--- src/rtl/vend_pkg.sv ---
// Shared types and constants for the vending controller: coin codes, FSM states,
// denominations and the coin-code-to-value helper.
package vend_pkg;

  typedef enum logic [1:0] {
    COIN_NONE = 2'b00,
    COIN_1    = 2'b01,
    COIN_5    = 2'b10,
    COIN_10   = 2'b11
  } coin_t;

  typedef enum logic [1:0] {
    IDLE   = 2'd0,
    CREDIT = 2'd1,
    CHANGE = 2'd2
  } state_t;

  localparam int DENOM_1  = 1;
  localparam int DENOM_5  = 5;
  localparam int DENOM_10 = 10;

  function automatic int coin_value(input logic [1:0] code);
    case (code)
      COIN_1:  return DENOM_1;
      COIN_5:  return DENOM_5;
      COIN_10: return DENOM_10;
      default: return 0;
    endcase
  endfunction

endpackage

--- src/rtl/vend_change_gen.sv ---
// Combinational change selector: picks the largest coin not exceeding the
// remaining credit and reports the credit left after paying it out.
module vend_change_gen
  import vend_pkg::*;
#(
  parameter int CREDIT_W = 8
) (
  input  logic [CREDIT_W-1:0] remaining,
  output logic [1:0]          code,
  output logic [CREDIT_W-1:0] remaining_next
);

  always_comb begin
    code           = COIN_NONE;
    remaining_next = remaining;
    if (remaining >= CREDIT_W'(DENOM_10)) begin
      code           = COIN_10;
      remaining_next = remaining - CREDIT_W'(DENOM_10);
    end else if (remaining >= CREDIT_W'(DENOM_5)) begin
      code           = COIN_5;
      remaining_next = remaining - CREDIT_W'(DENOM_5);
    end else if (remaining >= CREDIT_W'(DENOM_1)) begin
      code           = COIN_1;
      remaining_next = remaining - CREDIT_W'(DENOM_1);
    end
  end

endmodule

--- src/rtl/vend_controller.sv ---
// Vending machine controller: coin credit, edge-triggered product keys, change return.
// Per-item stock counters are built only when VEND_STOCK_EN is defined.
module vend_controller
  import vend_pkg::*;
#(
  parameter int                            NUM_ITEMS  = 4,
  parameter int                            CREDIT_W   = 8,
  parameter logic [NUM_ITEMS*CREDIT_W-1:0] PRICES     = {8'd12, 8'd7, 8'd5, 8'd3},
  parameter int                            MAX_CREDIT = 50,
  parameter int                            STOCK_INIT = 3
) (
  input  logic                 clk,
  input  logic                 rst,
  input  logic [1:0]           coin,
  input  logic [NUM_ITEMS-1:0] keys,
  input  logic                 cancel,
  input  logic                 restock,
  output logic [NUM_ITEMS-1:0] sell,
  output logic [1:0]           change,
  output logic [CREDIT_W-1:0]  credit,
  output logic                 busy,
  output logic                 coin_reject,
  output logic [NUM_ITEMS-1:0] sold_out
);

  state_t                state_reg, state_next;
  logic [CREDIT_W-1:0]   credit_reg, credit_next;
  logic [NUM_ITEMS-1:0]  sell_reg, sell_next;
  logic [NUM_ITEMS-1:0]  keys_reg;
  logic                  coin_reject_reg, coin_reject_next;

  logic [NUM_ITEMS-1:0]  rise;
  logic [CREDIT_W-1:0]   price_arr [NUM_ITEMS];
  logic [CREDIT_W-1:0]   price_sel;
  logic                  sel_sold;
  logic [CREDIT_W:0]     coin_sum;
  logic                  in_change, coin_over, coin_ok, cancel_eff, sale;
  logic [1:0]            gen_code;
  logic [CREDIT_W-1:0]   gen_remaining;

  genvar gi;
  generate
    for (gi = 0; gi < NUM_ITEMS; gi++) begin : g_price
      assign price_arr[gi] = PRICES[gi*CREDIT_W +: CREDIT_W];
    end
  endgenerate

  vend_change_gen #(.CREDIT_W(CREDIT_W)) u_change_gen (
    .remaining      (credit_reg),
    .code           (gen_code),
    .remaining_next (gen_remaining)
  );

  assign rise = keys & ~keys_reg;

  always_comb begin
    price_sel = '0;
    sel_sold  = 1'b0;
    for (int i = 0; i < NUM_ITEMS; i++) begin
      if (rise[i]) begin
        price_sel = price_arr[i];
        sel_sold  = sold_out[i];
      end
    end
  end

  // Purchase decision uses pre-coin credit; a coin in the same cycle is added on top.
  always_comb begin
    state_next       = state_reg;
    credit_next      = credit_reg;
    sell_next        = '0;
    in_change        = (state_reg == CHANGE);
    coin_sum         = {1'b0, credit_reg} + (CREDIT_W+1)'(coin_value(coin));
    coin_over        = coin_sum > (CREDIT_W+1)'(MAX_CREDIT);
    coin_ok          = (coin != COIN_NONE) && !in_change && !coin_over;
    coin_reject_next = (coin != COIN_NONE) && (in_change || coin_over);
    cancel_eff       = cancel && !in_change && (credit_reg != '0);
    sale             = !in_change && !cancel_eff && $onehot(rise) &&
                       (credit_reg >= price_sel) && !sel_sold;

    if (in_change) begin
      credit_next = gen_remaining;
      if (gen_remaining == '0)
        state_next = IDLE;
    end else begin
      credit_next = coin_ok ? coin_sum[CREDIT_W-1:0] : credit_reg;
      if (sale) begin
        credit_next = credit_next - price_sel;
        sell_next   = rise;
      end
      if (cancel_eff || (sale && credit_next != '0))
        state_next = CHANGE;
      else if (credit_next != '0)
        state_next = CREDIT;
      else
        state_next = IDLE;
    end
  end

  always_ff @(posedge clk or posedge rst) begin
    if (rst) begin
      state_reg       <= IDLE;
      credit_reg      <= '0;
      sell_reg        <= '0;
      keys_reg        <= '0;
      coin_reject_reg <= 1'b0;
    end else begin
      state_reg       <= state_next;
      credit_reg      <= credit_next;
      sell_reg        <= sell_next;
      keys_reg        <= keys;
      coin_reject_reg <= coin_reject_next;
    end
  end

`ifdef VEND_STOCK_EN
  localparam int STOCK_W = (STOCK_INIT > 0) ? $clog2(STOCK_INIT + 1) : 1;

  logic restock_pend_reg;
  logic restock_req, restock_apply;

  // A restock coinciding with a sale is held over and applied on the first sale-free cycle.
  assign restock_req   = restock | restock_pend_reg;
  assign restock_apply = restock_req & ~(|sell_next);

  always_ff @(posedge clk or posedge rst) begin
    if (rst)
      restock_pend_reg <= 1'b0;
    else
      restock_pend_reg <= restock_req & (|sell_next);
  end

  generate
    for (gi = 0; gi < NUM_ITEMS; gi++) begin : g_stock
      logic [STOCK_W-1:0] stock_reg;
      always_ff @(posedge clk or posedge rst) begin
        if (rst)
          stock_reg <= STOCK_W'(STOCK_INIT);
        else if (sell_next[gi])
          stock_reg <= stock_reg - 1'b1;
        else if (restock_apply)
          stock_reg <= STOCK_W'(STOCK_INIT);
      end
      assign sold_out[gi] = (stock_reg == '0);
    end
  endgenerate
`else
  localparam int UNUSED_STOCK_INIT = STOCK_INIT;
  logic unused_restock;
  assign unused_restock = restock;
  assign sold_out       = '0;
`endif

  assign sell        = sell_reg;
  assign credit      = credit_reg;
  assign coin_reject = coin_reject_reg;
  assign busy        = (state_reg == CHANGE);
  assign change      = busy ? gen_code : COIN_NONE;

endmodule

--- config.mk ---
export PLATFORM = sky130hd
export DESIGN_NAME = vend_controller
export DESIGN_NICKNAME = d
export VERILOG_FILES = /design/src/rtl/vend_pkg.sv /design/src/rtl/vend_change_gen.sv /design/src/rtl/vend_controller.sv
export SDC_FILE = /design/constraint.sdc
export NUM_CORES = 1
export LEC_CHECK = 0
export CAP_MARGIN = 20
export CORE_AREA = 2 2 102 79
export DETAILED_ROUTE_END_ITERATION = 16
export DIE_AREA = 0 0 104 81
export PLACE_DENSITY_LB_ADDON = 0.25
export SYNTH_ARGS = -nofsm -noshare
export SYNTH_HDL_FRONTEND = slang
export SYNTH_SLANG_ARGS = --single-unit
--- constraint.sdc ---
create_clock -name clk -period 5.26 [get_ports clk]
set_input_delay 0.526 -clock clk [delete_from_list [all_inputs] [get_ports clk]]
set_output_delay 0.526 -clock clk [all_outputs]
set_load 0.05 [all_outputs]
Word level (Yosys, flattened, before mapping)
Cells that the tools add are included.
Cells by class
  add/subtract/negate cells: 8
  $lt $le $gt $ge: 5
  eq/ne operators: 6
  muxes and demuxes: 22
  bitwise logic cells: 2
  reductions and logical operators: 18
Operators by type and width (number)
  $mux W8: 10
  $reduce_bool A8 Y1: 2
  $mux W2: 7
  $pmux W4 S3: 1
  $add A8 B9 Y9: 1
  $gt A9 B6 Y1 const B: 1
  $logic_and A1 B1 Y1: 9
  $ge A8 B1 Y1 const B: 1
  $ge A8 B3 Y1 const B: 1
  $ge A8 B4 Y1 const B: 1
  $ge A8 B8 Y1: 1
  $logic_not A8 Y1: 1
  $mux W4: 2
  $sub A8 B1 Y8 const B: 1
  $sub A8 B3 Y8 const B: 1
  $sub A8 B4 Y8 const B: 1
  $sub A8 B8 Y8: 1
  $eq A2 B2 Y1 const B: 3
  $add A1 B1 Y2: 2
  $and A4 B4 Y4: 1
  $not A4 Y4: 1
  $add A2 B2 Y3: 1
  $eq A3 B1 Y1 const B: 1
  $logic_not A1 Y1: 3
  5 further kinds: 7
Storage, ports and cells
  bits in registers: 19
  output and inout bits: 20

Longest topological paths before layout
Gate-level depths: netlist (run 1).
  depth in word-level cells: 15
  mapped depth: 23
  depth with buffers taken out: 23

By module
A second synthesis (run 1) with hierarchy kept.
Second synthesis, totals
  cell total of the unflattened synthesis: 292
  area, all modules: 2413.6 µm²
Modules (own cells, without submodules)
  vend_controller: times used 1, cells an instance 224, area an instance 1965.6 µm², seq. area each 475.5 µm²
  vend_change_gen: times used 1, cells an instance 68, area an instance 447.9 µm², seq. area each 0.0 µm²

Least setup slack after synthesis (run 1)
Ideal clock, no wire load.
  path kind: input to register
  from: input coin[0]
  to: register state_reg[1]
  library setup time: 0.129 ns
  arrival time: 4.656 ns
  required time: 5.131 ns
  slack: 0.475 ns
  stages on the path: 23
  path through: inv_1 > ha_1 > ha_1 > ha_1 > a21o_1 > a221oi_4 > o21ai_0 > a211oi_1 > o22ai_1 > nor2_2 > mux2i_1 > ha_1 > inv_1 > fa_1 > a21o_1 > nand2_1 > and3_1 > buf_6 > a31oi_1 > a211oi_2 > o211ai_1 > nor4_2 > a21oi_1
Between the ends
  cells in the longest elaborated chain, start to end: 15
  elaborated cells between the ends (all ways): 19
  classes of those cells: add/sub (2); order compare (1); eq/ne (3); mux (6); reduce/logical (7)
Ends and longest elaborated chain
  start: declaration: RTL line vend_controller.sv:14  | input logic [1:0] coin,
  $eq A2 B2 Y1 or $eq A2 B1 Y1 (tied branches): RTL line vend_pkg.sv:23  | case (code)
  $pmux W4 S3: RTL line vend_pkg.sv:23
  $add A8 B9 Y9: RTL line vend_controller.sv:73  | coin_sum = {1'b0, credit_reg} + (CREDIT_W+1)'(coin_value(coin));
  $gt A9 B6 Y1: RTL line vend_controller.sv:74  | coin_over = coin_sum > (CREDIT_W+1)'(MAX_CREDIT);
  $logic_not A1 Y1: RTL line vend_controller.sv:75  | coin_ok = (coin != COIN_NONE) && !in_change && !coin_over;
  $logic_and A1 B1 Y1: RTL line vend_controller.sv:75
  $mux W8 *: RTL line vend_controller.sv:86  | credit_next = coin_ok ? coin_sum[CREDIT_W-1:0] : credit_reg;
  $sub A8 B8 Y8: RTL line vend_controller.sv:88  | credit_next = credit_next - price_sel;
  $mux W8 *: RTL line vend_controller.sv:87  | if (sale) begin
  $mux W8 *: RTL line vend_controller.sv:81  | if (in_change) begin
  $reduce_bool A8 Y1 *: RTL line vend_controller.sv:91  | if (cancel_eff || (sale && credit_next != '0))
  $logic_and A1 B1 Y1 *: RTL line vend_controller.sv:91
  $logic_or A1 B1 Y1 *: RTL line vend_controller.sv:91
  $mux W2 *: RTL line vend_controller.sv:91
  $mux W2 *: RTL line vend_controller.sv:81
  end signal: assignment: RTL line vend_controller.sv:108  | state_reg <= state_next;
  end: declaration: RTL line vend_controller.sv:26  | state_t state_reg, state_next;
Mark *: on every way between the ends. The rest lies on a longest branch, timed or not. The select of a mux whose other input is x is not followed.
A chain may end at the register's enable or synchronous reset.

Final worst setup path (run 1)
Ends and elaborated chain as after synthesis.

==> reports/qor.yml, run 1 <==
run_status:
  status: "finished clean"
timing:
  fin_ws_ns: 0.4976
  final.min_clock_period_ns: 4.762
  period_share: 0.9054
  hold_ws_ns: 0.6089
  worst_pin_slew_ns: 0.8222
  slew_headroom: 0.4513
  max_freq_mhz: 210.0
  rsz0062_at_grt: "no"
  drv_slew: 0
  totalNegativeSetupSlack_ns: 0
  setup_viol: 0
  final-hold-violation-count: 0
  worst_clock_skew_ns: 0.004963
critical_path:
  critPathRequiredTime_ns: 5.40
  rrSetupSlack_ns: 0.80
  ff2ff_path_depth: 21
  start_kind: "input pin"
  reg2reg_to: "state_reg[1]"
  critPathKind: "input pin to flop"
  cp_max_fo: 4
  critical_path_arrival_ns: 4.91
  rr_startpoint: "credit[0]"
  cp-end-kind: "flop"
floorplan:
  fp.dieH_um: 81
  die_area_um2: 8424
  start_util: 0.3085
  rows: 28
  die_w_um: 104
  coreArea_um2: 7567
  ios: 30
final_layout:
  drive_above_1_share: 0.2287
  syn2layout_area_growth_pct: 34.51
  finish.net_count: 381
  mostFrequentLayoutCells: "45 x buf_4, 28 x nor2_1, 24 x ha_1"
  largest_register_ffs: 8
  fillers: 772
  diodes: 0
  final_common_cell: "buf_4"
hold_path:
  min_from: "keys_reg[2]"
  hold_class: "flop to flop"
  min_to: "sell[2]"
  worstHoldPathCells: 2
detailed_routing:
  routedWlPerCell_um: 15.48
  routed_via_density: 5.087
  drt_iter0_markers: 155
  drc: 0
  dr.pass1.iters: 7
  via_count: 2269
  wl_um: 6906
  postRouteAntennaNets: 0
cts:
  cts_tree: "done"
  htreeDepth: 1
  insertion_delay_ns: 0.27
  cts.sinks: 19
  cts_buffers: 3
  path_clk_slew_ns: 0.08
  cts-root-buf: "clkbuf_8"
  clk_path_buf_depth: 2
  hold_buffers: 0
synthesis:
  ys_ff_latch: 19
  netlist_area_um2: 2335
  synth_edf_count: 0
  ys_async_sr_fraction: 1.000
  ys_warn_count: 0
  yosysSeqAreaShare: 0.2036
  yosysUniqueCellTypes: 60
  syn_avg_cell_area_um2: 8.309
  netlist_instances: 281
  yosys_most_used_dff: "dfrtp_1"
grt:
  track_usage: 0.1649
  grt_pass1_wl_um: 11070
  grt_max_degree: 20
  grt_overflow: 0
  grt_antenna_before_repair: 0
  grt_pass1_vias: 2199
pwr:
  finalPower_mw: 1.754
  irDropWorstVdd_mv: 0.2265
  leakagePower_nw: 1.365
  power.density_nw_per_um2: 558.6
run:
  cap_viol_max_count: 0
placed_design:
  dpl.hpwl_um: 5160
  dp_slack_ns: -0.2317
  gp_congestion: 0.8891
  io_buffers: 24
[area by class of cell]
type | count | area, µm² | area share
well taps | 105 | 131.4 | 0.04183
multi-input cells | 229 | 1822 | 0.5801
clock inverters | 1 | 5.005 | 0.001594
flip-flops and latches | 19 | 475.5 | 0.1514
clock buffers | 3 | 41.29 | 0.01315
repair buffers | 71 | 598.1 | 0.1904
inverters | 18 | 67.56 | 0.02151
[worst max-delay path, cell delays in order]
cell,delay (ns)
dlymetal6s2s_1,0.13
buf_4,0.13
ha_1,0.22
xor2_1,0.15
ha_1,0.20
a21o_1,0.19
a221oi_4,0.34
buf_4,0.17
nor3_1,0.05
xnor2_1,0.24
nand2_1,0.15
buf_6,0.15
nor4_4,0.29
buf_4,0.16
nor2_1,0.03
ha_1,0.29
a21bo_4,0.22
nand3_4,0.09
nor4_4,0.30
xnor2_1,0.10
nor4_1,0.26
o211ai_1,0.14
nor4_2,0.25
a21oi_1,0.11
[per-layer routing]
layer / vias up / routed length (µm) / track usage
met2: 54 / 3047 / 0.2612
met1: 1080 / 3476 / 0.2326
li1: 1129 / - / -
met4: 0 / 78 / 0.04189
met3: 6 / 303 / 0.03050
met5: - / 0 / 0
[timing repair]
action,in CTS,in global routing
setup endpoints to repair,0,3
setup buffers,0,4
gates resized for setup,0,29
[cells by family (layout without fill, tap and decap cells)]
| family | Yosys count | count (layout) | share of synthesized area |
|---|---|---|---|
| fa+ha+maj | 29 | 29 | 0.1618 |
| flops | 19 | 19 | 0.2036 |
| compound gates | 78 | 78 | 0.2535 |
| xor+xnor | 17 | 17 | 0.06377 |
| buf+inv | 36 | 93 | 0.07770 |
| simple gates | 95 | 95 | 0.2117 |
| other cells | 1 | 4 | 0.001606 |
| mux | 6 | 6 | 0.02626 |
[synth_stat cells, types with 2 or more instances]
| cell type | instances | area share |
|---|---|---|
| nor4_2 | 2 | 0.011 |
| ha_1 | 27 | 0.14 |
| o21a_1 | 3 | 0.0096 |
| nand2b_1 | 10 | 0.027 |
| nor2b_1 | 2 | 0.0054 |
| buf_4 | 4 | 0.013 |
| nor2_1 | 28 | 0.045 |
| o21ai_0 | 12 | 0.026 |
| inv_1 | 17 | 0.027 |
| and3_1 | 3 | 0.0080 |
| a2111oi_0 | 2 | 0.0075 |
| o2111ai_1 | 2 | 0.0075 |
| o31ai_1 | 4 | 0.013 |
| nor3_1 | 6 | 0.013 |
| o22a_1 | 2 | 0.0075 |
| o211a_1 | 2 | 0.0086 |
| fa_1 | 2 | 0.017 |
| a211oi_2 | 2 | 0.011 |
| nand3b_1 | 3 | 0.0096 |
| a31oi_1 | 3 | 0.0080 |
| a22oi_1 | 2 | 0.0064 |
| buf_2 | 4 | 0.0086 |
| o211ai_1 | 6 | 0.019 |
| a21boi_0 | 2 | 0.0064 |
| nor4_1 | 5 | 0.013 |
| a21oi_1 | 14 | 0.030 |
| a211oi_1 | 5 | 0.016 |
| buf_6 | 3 | 0.014 |
| mux2i_1 | 5 | 0.021 |
| nand3_1 | 5 | 0.011 |
| dfrtp_1 | 19 | 0.20 |
| xnor2_1 | 7 | 0.026 |
| a21o_1 | 5 | 0.016 |
| a311oi_1 | 3 | 0.011 |
| clkbuf_1 | 5 | 0.0080 |
| nand2_1 | 20 | 0.032 |
| xor2_1 | 10 | 0.038 |
| and2_1 | 3 | 0.0080 |
[how the worst max path moves through the flow]
stage                 start           end  slack, ns
floorplan           coin[0]  state_reg[1]       0.47
global placement    coin[0]  state_reg[1]      -0.21
detailed placement  coin[0]  state_reg[1]      -0.23
CTS                 coin[0]  state_reg[1]       0.03
global route        coin[1]  state_reg[1]       0.25
finish              coin[0]  state_reg[1]       0.50
[stage by stage]
stage,std cells,util,instance area [µm²]
finish,446,0.4150,3141
global route,446,0.4150,3141
CTS,442,0.3924,2969
detailed placement,438,0.3862,2923
global placement,437,0.3857,2919
floorplan,284,-,2346
[report_power, final]
group	total [mW]	leakage (nW)	switching [mW]	internal (mW)
sequential	0.236	0.227	0.0529	0.183
clock	0.112	0.0255	0.0589	0.0530
combinational	1.41	1.11	0.821	0.585
Power figures use the tool's default switching activity.
==> run 2: changes to the inputs <==
- CORE_AREA: 2 2 102 79 -> 2 2 104 81
- DIE_AREA: 0 0 104 81 -> 0 0 106 83
- SYNTH_HIERARCHICAL: default -> 1
==> reports/qor.yml, run 2 <==
synthesis:
  yosysUniqueCellTypes: 70
  netlist_instances: 292
  netlist_area_um2: 2414
  syn_avg_cell_area_um2: 8.266
  ys_warn_count: 6
  ys_ff_latch: 19
  ys_top_cells_by_area: "dfrtp_1 20%, ha_1 14%, nand2_1 4.4%"
  yosysSeqAreaShare: 0.1970
  ys_async_sr_fraction: 1.000
  yosys-top-cells-count: "28 x nand2_1, 27 x ha_1, 21 x nor2_1"
  synth_top_cell_by_area: "dfrtp_1"
  synth_most_common_cell: "nand2_1"
  synth_top_area_share: 0.1970
  yosys_most_used_dff: "dfrtp_1"
  synth_edf_count: 0
timing:
  slew_headroom: 0.4984
  period_share: 0.9357
  setup_viol: 0
  drv_slew: 0
  max_freq_mhz: 203.2
  rsz0062_at_grt: "no"
  worst_pin_slew_ns: 0.7516
  final.min_clock_period_ns: 4.922
  final-hold-violation-count: 0
  worst_clock_skew_ns: 0.004561
  totalNegativeSetupSlack_ns: 0
detailed_routing:
  dr.pass1.iters: 4
  wl_met2_um: 2901
  top_layer: "met4"
  wl_met3_um: 246
  drt_iter0_markers: 134
  wl_met1_um: 3438
  postRouteAntennaNets: 0
  wl_um: 6706
  via_count: 2340
  routedWlPerCell_um: 14.52
  drc: 0
  routed_via_density: 5.065
critical_path:
  critical_path_arrival_ns: 5.06
  rrSetupSlack_ns: 0.52
  reg2reg_to: "state_reg[1]"
  cp-end-kind: "flop"
  ff2ff_path_depth: 20
  critPathKind: "input pin to flop"
  cp_max_fo: 4
  rr_startpoint: "credit[1]"
  start_kind: "input pin"
  critPathRequiredTime_ns: 5.40
final_layout:
  mostFrequentLayoutCells: "48 x buf_4, 26 x nand2_1, 22 x clkdlybuf4s50_1"
  final_area_um2: 3276
  stdcell_count: 462
  syn2layout_area_growth_pct: 35.72
  largest_register_ffs: 8
  finish.net_count: 397
  final_common_cell: "buf_4"
  drive_above_1_share: 0.2689
  diodes: 0
grt:
  grt_pass1_vias: 2266
  grt_antenna_before_repair: 0
  track_usage: 0.1551
  grt_max_degree: 20
  grt_pass1_wl_um: 11270
  grt_overflow: 0
cts:
  path_clk_slew_ns: 0.08
  hold_buffers: 0
  cts_tree: "done"
  cts_buffers: 3
  clk_path_buf_depth: 2
  cts-root-buf: "clkbuf_8"
  htreeDepth: 1
  cts.sinks: 19
  insertion_delay_ns: 0.26
run:
  cap_viol_max_count: 0
hold_path:
  min_from: "keys_reg[2]"
  hold_class: "flop to flop"
  worstHoldPathCells: 2
  min_to: "sell[2]"
floorplan:
  coreArea_um2: 7742
  rows: 28
  die_w_um: 106
  ios: 30
  start_util: 0.3117
  fp.dieH_um: 83
  die_area_um2: 8798
run_status:
  status: "finished clean"
placed_design:
  dp_cells: 452
  place_area_um2: 3017
  gp_congestion: 0.8540
  dpl.hpwl_um: 5167
  io_buffers: 24
pwr:
  power.density_nw_per_um2: 630.1
  irDropWorstVdd_mv: 0.2332
  leakagePower_nw: 1.424
[run 2: logic make-up (layout without fill, tap and decap cells)]
logic type / Yosys count / after routing / share of synthesized area
compound gates: 81 / 81 / 0.2364
xor+xnor: 13 / 13 / 0.04718
fa+ha+maj: 29 / 29 / 0.1566
simple gates: 105 / 105 / 0.2400
other cells: 1 / 4 / 0.001554
buf+inv: 36 / 98 / 0.08606
flops: 19 / 19 / 0.1970
mux: 8 / 8 / 0.03525
[run 2: stage by stage]
step / power [mW] / utilization / setup WS (ns) / hold WS, ns
5_1_grt: 2.239 / 0.4231 / 0.09513 / 0.6074
2_1_floorplan: 1.306 / - / 0.02050 / 0.4771
6_report: 2.064 / 0.4231 / 0.3381 / 0.5791
3_5_place_dp: 1.845 / 0.3896 / -0.4555 / 0.5650
3_3_place_gp: 1.828 / 0.3896 / -0.4048 / 0.5701
4_1_cts: 1.983 / 0.4032 / -0.004071 / 0.5768
[run 2: how the worst max path moves through the flow]
stage / start / endpoint / slack, ns / depth (start not counted)
finish: coin[1] / state_reg[1] / 0.34 / 24
global route: coin[1] / state_reg[1] / 0.1 / 23
CTS: coin[1] / state_reg[1] / -0.004 / 23
detailed placement: coin[1] / state_reg[1] / -0.46 / 21
global placement: coin[0] / state_reg[1] / -0.40 / 22
floorplan: credit[2] / state_reg[1] / 0.02 / 19
[run 2: timing repair]
item                                    in CTS  in global routing
gates resized for setup                     12                 22
endpoints found under the setup margin       3                  6
pin swaps                                   11                 13
setup buffers                                1                  5
[run 2: area by class of cell]
| cell class | count | area, µm² |
|---|---|---|
| fill | 764 | 4467 |
| multi-input combinational | 240 | 1901 |
| inverter | 21 | 105.1 |
| tap | 105 | 131.4 |
| clock buffer | 3 | 41.29 |
| clock inverter | 1 | 5.005 |
| sequential | 19 | 475.5 |
| timing repair buffer | 73 | 616.8 |
[run 2: worst max-delay path, cell delays in order]
cell,delay [ns]
dlymetal6s2s_1,0.15
inv_1,0.09
ha_4,0.21
ha_4,0.17
nor2b_1,0.12
o211ai_1,0.34
buf_4,0.19
a31o_2,0.13
nor3_1,0.05
a211o_1,0.32
nand2_2,0.10
buf_4,0.12
buf_4,0.11
mux2i_4,0.23
ha_2,0.21
buf_4,0.11
o21ai_1,0.08
a21oi_1,0.19
nand4_2,0.16
or4_4,0.59
a211oi_4,0.28
o21ai_2,0.12
a2111oi_4,0.35
a31oi_1,0.11
[run 2: where the power goes]
group          total (mW)  switching, mW  leakage, nW  internal, mW
clock network       0.107         0.0543       0.0255        0.0529
registers           0.288         0.0986        0.230         0.189
logic                1.67          0.940         1.17         0.730
[run 2: layer usage]
layer	global-route usage	up-vias
li1	-	1176
met1	0.2275	1094
met2	0.2469	60
met3	0.006279	10
met4	0.04426	0
met5	0	-
==> run 3: changes to the inputs <==
- CORE_AREA: 2 2 104 81 -> 2 2 69 120
- DIE_AREA: 0 0 106 83 -> 0 0 71 122
==> reports/qor.yml, run 3 (synthesis gave the netlist of run 2 again) <==
grt:
  grt_overflow: 0
  grt_max_degree: 20
  grt_pass1_wl_um: 11470
  grt_antenna_before_repair: 0
  grt_pass1_vias: 2437
  track_usage: 0.1671
detailed_routing:
  routed_via_density: 5.308
  drc: 0
  via_count: 2362
  drt_iter0_markers: 58
  dr.pass1.iters: 4
  postRouteAntennaNets: 0
  routedWlPerCell_um: 16.09
  wl_um: 7160
cts:
  cts.sinks: 19
  clk_path_buf_depth: 2
  insertion_delay_ns: 0.25
  cts_buffers: 3
  path_clk_slew_ns: 0.05
  cts_tree: "done"
  hold_buffers: 0
  htreeDepth: 1
  cts-root-buf: "clkbuf_16"
pwr:
  power.density_nw_per_um2: 654.8
  leakagePower_nw: 1.413
  irDropWorstVdd_mv: 0.1970
placed_design:
  dpl.hpwl_um: 5581
  dp_cells: 438
  io_buffers: 24
  gp_congestion: 0.8600
final_layout:
  finish.net_count: 395
  multi_input_area_um2: 1867
  diodes: 0
  largest_register_ffs: 8
  syn2layout_area_growth_pct: 33.80
  drive_above_1_share: 0.2620
  seq_area_um2: 475.5
  mostFrequentLayoutCells: "47 x buf_4, 26 x nand2_1, 22 x ha_1, 22 x clkdlybuf4s50_1, 21 x nor2_1"
  stdcell_count: 445
  final_common_cell: "buf_4"
  fillers: 784
timing:
  final.min_clock_period_ns: 5.021
  totalNegativeSetupSlack_ns: 0
  slew_headroom: 0.5248
  worst_pin_slew_ns: 0.7121
  final-hold-violation-count: 0
  rsz0062_at_grt: "no"
  worst_clock_skew_ns: 0.002777
  max_freq_mhz: 199.2
  drv_slew: 0
  setup_viol: 0
  period_share: 0.9545
floorplan:
  rows: 43
  ios: 30
  die_area_um2: 8662
  die_w_um: 71
  start_util: 0.3094
  fp.dieH_um: 122
  coreArea_um2: 7801
run_status:
  status: "finished clean"
critical_path:
  critPathKind: "input pin to flop"
  critical_path_arrival_ns: 5.13
  start_kind: "input pin"
  rrSetupSlack_ns: 0.69
  critPathRequiredTime_ns: 5.37
  cp_max_fo: 4
  cp-end-kind: "flop"
hold_path:
  hold_class: "flop to flop"
run:
  cap_viol_max_count: 0
run 3: report_power, final:
| group | leakage (nW) | switching [mW] | internal, mW |
|---|---|---|---|
| Combinational | 1.14 | 0.964 | 0.715 |
| Clock | 0.0382 | 0.0532 | 0.103 |
| Sequential | 0.229 | 0.0895 | 0.190 |
run 3: final timing paths:
kind                             start      endpoint  cells after the start
max                            coin[1]  state_reg[1]                     24
min                        keys_reg[2]       sell[2]                      2
max reg2reg                  credit[2]  state_reg[1]                     21
min reg2reg                keys_reg[2]       sell[2]                      2
max in group asynchronous          rst     credit[5]                      2
min in group asynchronous          rst       sell[2]                      2
run 3: repair_timing:
| action | in CTS | in global routing |
|---|---|---|
| endpoints found under the setup margin | 5 | 4 |
| setup buffers | 1 | 2 |
| pin swaps | 8 | 10 |
| resized for setup | 10 | 19 |
run 3: cell type report:
class | instances | share of cell area
multi-input combinational | 240 | 0.5781
timing repair buffer | 71 | 0.1829
sequential | 19 | 0.1472
tap | 90 | 0.03487
inverter | 21 | 0.03255
clock buffer | 4 | 0.02441
run 3: worst max-delay path: stages:
cell	delay [ns]
dlygate4sd2_1	0.26
inv_1	0.07
ha_1	0.29
ha_2	0.21
ha_2	0.20
a221oi_2	0.06
buf_4	0.15
o31a_1	0.27
nor4_4	0.29
o21a_1	0.20
nand2_2	0.06
buf_4	0.15
mux2_4	0.32
ha_1	0.27
nand2_1	0.08
o21ai_2	0.08
a21oi_2	0.15
nand4_2	0.16
mux2_4	0.26
a211oi_4	0.06
buf_4	0.16
or3_4	0.37
a2111oi_4	0.38
a31oi_1	0.12
run 3: per-layer routing:
layer  wire [µm]  GRT usage  vias to the layer above
met5           0          0                        -
met4         233    0.05896                        0
met3         159    0.01406                       19
met2        3898     0.3312                       58
met1        2869     0.1789                     1107
li1            -          -                     1178
run 3: per-stage QoR:
step	utilization	hold WS [ns]	total power [mW]	worst slack, ns	area (µm²)
floorplan	-	0.4771	1.306	0.02050	2425
finish	0.4140	0.5849	2.114	0.2395	3229
detailed placement	0.3852	0.5855	1.849	-0.5160	3005
global placement	0.3852	0.5874	1.839	-0.4638	3005
global route	0.4140	0.6660	2.269	0.01167	3229
CTS	0.4010	0.5836	2.041	0.08632	3128
